===== config.mk =====
export PLATFORM = sky130hd
export DESIGN_NAME = vga_fetch
export DESIGN_NICKNAME = d
export VERILOG_FILES = /design/src/rtl/vga_fetch.sv
export SDC_FILE = /design/constraint.sdc
export NUM_CORES = 1
export LEC_CHECK = 0
export CORE_AREA = 5 5 104 67
export CTS_BUF_LIST = sky130_fd_sc_hd__clkbuf_8
export CTS_CLUSTER_DIAMETER = 40
export DETAILED_ROUTE_END_ITERATION = 8
export DIE_AREA = 0 0 109 72
export HOLD_SLACK_MARGIN = 0.02
export PLACE_DENSITY_LB_ADDON = 0.05
export SYNTH_ARGS = -nofsm -noshare
export SYNTH_HDL_FRONTEND = slang
export SYNTH_SLANG_ARGS = --single-unit

===== constraint.sdc =====
create_clock -name clock -period 2.9 [get_ports clock]
set_input_delay 0.87 -clock clock [delete_from_list [all_inputs] [get_ports clock]]
set_output_delay 0.87 -clock clock [all_outputs]
set_load 0.05 [all_outputs]

===== src/rtl/vga_fetch.sv =====
// Frame-buffer read fetcher: turns vga_write pixel-pair strobes into raster-ordered
// word reads and owns the display/write double-buffer select.
module vga_fetch #(
  parameter int H_PIXELS    = 640,
  parameter int V_PIXELS    = 480,
  parameter int FRAME_WORDS = H_PIXELS * V_PIXELS / 2,
  parameter int BASE0       = 0,
  parameter int BASE1       = 153600,
  parameter int MEM_LATENCY = 1,
  parameter int LOG_TRUNC   = 18,
  parameter int LOG_MEM     = 2 * LOG_TRUNC
) (
  input  logic               clock,
  input  logic               reset,
  input  logic               frame_flag,
  input  logic               vga_flag,
  output logic [LOG_MEM-1:0] vga_pixel,
  output logic               done_vga,
  output logic [18:0]        mem_addr,
  output logic               mem_re,
  input  logic [LOG_MEM-1:0] mem_din,
  input  logic               swap_req,
  output logic               swap_ack,
  output logic               display_sel
);

  localparam logic [17:0] LAST_WORD = 18'(FRAME_WORDS - 1);
  localparam logic [18:0] BASE0_A   = 19'(BASE0);
  localparam logic [18:0] BASE1_A   = 19'(BASE1);

  logic [17:0]            word_cnt;
  logic                   swap_pending;
  logic [MEM_LATENCY-1:0] valid_pipe;
  logic [MEM_LATENCY-1:0] last_pipe;
  logic                   req;
  logic                   at_last;
  logic                   capture;

  // A frame restart in the same cycle as a strobe cancels the read.
  assign req     = vga_flag & ~frame_flag & ~reset;
  assign mem_re  = req;
  assign at_last = (word_cnt == LAST_WORD);
  // Returning data is dropped if the frame restarts as it lands.
  assign capture = valid_pipe[MEM_LATENCY-1] & ~frame_flag;

  assign mem_addr = reset ? BASE0_A
                          : ((display_sel ? BASE1_A : BASE0_A) + 19'(word_cnt));

  always_ff @(posedge clock) begin
    if (reset) begin
      word_cnt     <= '0;
      display_sel  <= 1'b0;
      swap_pending <= 1'b0;
      valid_pipe   <= '0;
      last_pipe    <= '0;
      vga_pixel    <= '0;
      done_vga     <= 1'b0;
      swap_ack     <= 1'b0;
    end else begin
      swap_ack <= 1'b0;
      done_vga <= 1'b0;
      if (capture) begin
        vga_pixel <= mem_din;
        done_vga  <= last_pipe[MEM_LATENCY-1];
      end
      if (frame_flag) begin
        word_cnt   <= '0;
        valid_pipe <= '0;
        last_pipe  <= '0;
        if (swap_pending | swap_req) begin
          display_sel  <= ~display_sel;
          swap_pending <= 1'b0;
          swap_ack     <= 1'b1;
        end
      end else begin
        swap_pending  <= swap_pending | swap_req;
        valid_pipe[0] <= req;
        last_pipe[0]  <= req & at_last;
        for (int i = 1; i < MEM_LATENCY; i++) begin
          valid_pipe[i] <= valid_pipe[i-1];
          last_pipe[i]  <= last_pipe[i-1];
        end
        if (req) word_cnt <= at_last ? '0 : word_cnt + 18'd1;
      end
    end
  end

endmodule


# Word level (Yosys, flattened, before mapping)

Index checks and enable logic that the tools add are counted.

Bits in registers: 60
Output and inout bits: 59

Equal/unequal tests: 2
Bitwise logic cells: 9
Reductions and logical operators: 4
Mux-type cells: 6
Add/subtract/negate cells: 2

Operator list:

| operator              | count |
|---|---|
| $mux 18               | 2 |
| $add 18x18->19        | 1 |
| $mux 19               | 1 |
| $add 18x1->18 const B | 1 |
| $eq 18x18->1 const B  | 1 |
| $reduce_or 2->1       | 3 |
| $and 1x1->1           | 4 |
| $not 1->1             | 4 |
| $mux 1                | 3 |
| $ne 2x1->1 const B    | 1 |
| $reduce_and 2->1      | 1 |
| $or 1x1->1            | 1 |

# Logic depth before layout (Yosys ltp)

Depth after elaboration: 4
Mapped depth: 7

# Least setup slack after synthesis

Ideal clock, no wire load.

Path type: reg-to-output
Start point: register display_sel
End point: output mem_addr[17]
Path slack: -486 ps
Stages on the path, launching flop included: 6
Arrival time: 2,516 ps
Buffers on the path: 0
Cells stage by stage: dfxtp_1 > ha_1 > fa_1 > a31oi_1 > or3_1 > a21oi_1

Longest elaborated chain between the ends: 3

RTL lines:

| what                   | line | text |
|---|---|---|
| start, declared        | 24   | `output logic display_sel` |
| start signal, assigned | 71   | `display_sel <= ~display_sel;` |
| $mux 18                | 47   | `: ((display_sel ? BASE1_A : BASE0_A) + 19'(word_cnt));` |
| $add 18x18->19         | 47   |  |
| $mux 19                | 46   | `assign mem_addr = reset ? BASE0_A` |
| end, declared          | 19   | `output logic [18:0] mem_addr,` |

Every way passes these cells.

# Worst setup path in the final report

Start point: input vga_flag
End point: output mem_re

Longest elaborated chain between the ends: 2

RTL lines:

| what                      | line | text |
|---|---|---|
| start, declared           | 16   | `input logic vga_flag,` |
| $and 1x1->1 (2 in series) | 40   | `assign req = vga_flag & ~frame_flag & ~reset;` |
| end, declared             | 20   | `output logic mem_re,` |

Every way passes these cells.

==> run metrics <==
outcome=complete, no violations; Setup crit end kind=primary output; number of I/O pins=100; Post-synth EDFFs=0; wire length per cell=about 14 um; first-pass GRT wire length=11.2 mm; prevailing post-synth register cell=dfxtp_1; core footprint=between 0.005 and 0.006 mm^2; die height=between 70 and 80 um; endpoints failing hold=0; H-tree Lvls=3; Tot Pwr=between 1.5 and 2 mW; Yosys Warn Count=0; num rows=22; Min Clock Period, post-route=about 2900 ps; detailed placement HPWL=roughly 5 mm; CP arrival=1980 ps; syn avg cell area=8.00 um^2; peak supply drop=around 0.28 mV; Fmax achieved=between 300 and 400 MHz; pin count of the biggest net entering global routing=41; area grow syn2layout=53.2%; initial antenna violation count=0; Hold-fix buffers, CTS=0; Routed Wire Length=~7.2 mm; count of final setup violators=0; Hold Path Class=flip-flop to flip-flop; post-synthesis cell type count=42; Die Wd=109 um; post-synthesis cell count=~320; clock buffer depth=2; nets=around 480; GP Congestion=~0.80; count leader, synth=nand2_1; Via density=roughly 4.9; DRT antenna net count=0; vias in the first global route=about 2200; clock sinks=60; Diodes inserted=0; clk_lat worst skew=~340 ps; Fillers=between 500 and 600; placement-stage worst setup slack=-36.8 ps; Synth Register Bits=60; Final Non-Filler Cells=between 500 and 600; Starting Density=0.434; drt first pass iters=4; grt ovf=0; cell count after placement=around 500; Yosys top cell by area=dfxtp_1; Synth area leaders=dfxtp_1 47%, nand2_1 12%, a21oi_1 8.2%, xnor2_1 3.4%, nor2_1 3.4%; Crit Path Category=input port to primary output; clk root buf=clkbuf_8; DRC viols=0; Synth Net Count=368; max_slew headroom=0.240; post-layout util=0.665; Reg clk slew, reported paths=70 ps; Post-synth top cells=82 x nand2_1, 60 x dfxtp_1, 42 x a21oi_1; Power Density=between 400 and 500 mW/mm^2; RSZ-0062 raised after global routing=yes; Initial DRC Count=roughly 130; startpoint types=input port; Slew Limit Fails=0; Max FO, Critical Path=4; Final Cycle Share=0.983; final setup margin=between 40 and 50 ps; Setup Skew=between 7 and 8 ps; Yosys top cell area share=0.468; via count=about 2500; Leak Pwr=1.39 nW; GRT Util Overall=0.182; Mapped Area=around 0.0026 mm^2; die footprint=between 0.007 and 0.008 mm^2; Least-Margin Pin Slew=approximately 1100 ps; layout cells sized above 1=0.171; critical path required time=about 2000 ps; Seq/Total Area, Yosys=0.468; Port Buffers=99; Num CTS Buffers=9; Post-synth ARST share=0; max_cap viols=0; CTS tree=yes
[state kept, by name, indices dropped and copies added (netlist names)]
| name | cells |
|---|---|
| vga_pixel | 36 |
| word_cnt | 18 |
| display_sel | 1 |
| done_vga | 1 |
| last_pipe | 1 |
| swap_ack | 1 |
| swap_pending | 1 |
| valid_pipe | 1 |
[placed cells by master (no fill, tap or decap), drive strengths merged, types with 2 or more instances in the layout]
cell / netlist / final
nand2: 82 / 82
clkdlybuf4s50: 0 / 78
dfxtp: 60 / 60
a21oi: 42 / 42
buf: 5 / 39
nor2: 23 / 23
nor2b: 12 / 12
xnor2: 10 / 10
clkbuf: 15 / 9
inv: 7 / 7
nand4: 6 / 6
xor2: 5 / 5
nor3: 5 / 5
nor4: 5 / 5
o21ai: 5 / 5
clkinv: 0 / 5
ha: 5 / 5
or3: 4 / 4
nand3: 3 / 3
o31ai: 3 / 3
or2: 2 / 2
a21boi: 2 / 2
clkinvlp: 0 / 2
a31oi: 2 / 2
o21ba: 2 / 2
[per-stage QoR]
| step | cell area, um^2 | setup TNS (ps) | hold slack, ps |
|---|---|---|---|
| finish | 3940 | 0 | 452 |
| global placement | 3650 | -37.8 | 441 |
| global route | 3940 | -91.7 | 469 |
| CTS | 3850 | -4.83 | 456 |
| floorplan | 2580 | 0 | 435 |
| detailed placement | 3650 | -80.2 | 446 |
[report_power, final]
group / leakage [nW] / internal (mW) / switching (mW)
clock network: 0.0848 / 0.304 / 0.341
registers: 0.488 / 0.837 / 0.0107
logic: 0.822 / 0.103 / 0.123
total: 1.39 / 1.24 / 0.475
[what timing repair did]
item | CTS | global route
pin swaps | 0 | 5
resized for setup | 8 | 11
endpoints found under the setup margin | 3 | 5
setup buffers | 0 | 5
[area by class of cell]
type / count / area [um^2] / share of cell area
Clock buffer: 9 / 124 / 0.0315
Clock inverter: 7 / 43.8 / 0.0111
Inverter: 7 / 28.8 / 0.00731
Multi-Input combinational cell: 234 / 1330 / 0.338
Sequential cell: 60 / 1210 / 0.308
Tap cell: 84 / 105 / 0.0267
Timing Repair Buffer: 117 / 1090 / 0.277
[routing by layer]
layer / track usage / share of wire / up-vias
met3: 0.0907 / 0.10 / 10
li1: - / - / 1287
met5: 0 / 0 / -
met4: 0.0504 / 0.015 / 0
met1: 0.240 / 0.46 / 1132
met2: 0.261 / 0.42 / 96
[critical path, stage by stage]
cell	delay (ps)
clkdlybuf4s50_1	480
or3b_4	420
inv_4	80
buf_12	130
[final timing paths]
path	from	endpoint	slack (ps)	cells past startpoint
setup / recovery	vga_flag	mem_re	50	4
hold / removal	vga_pixel[14]	vga_pixel[14]	450	2
setup reg to reg	word_cnt[12]	word_cnt[13]	460	5
hold reg to reg	vga_pixel[14]	vga_pixel[14]	450	2
[logic make-up (layout without fill, tap and decap cells)]
family                   after synthesis  count (layout)  share of synthesized area
buffers and inverters                 27             140                     0.0409
adder cells (fa/ha/maj)                6               6                     0.0321
AO/OA/AOI/OAI                         61              61                      0.136
flip-flops                            60              60                      0.468
XOR/XNOR                              15              15                     0.0511
AND/OR/NAND/NOR                      152             152                      0.272
No activity file was read; power rests on OpenSTA's default activity.
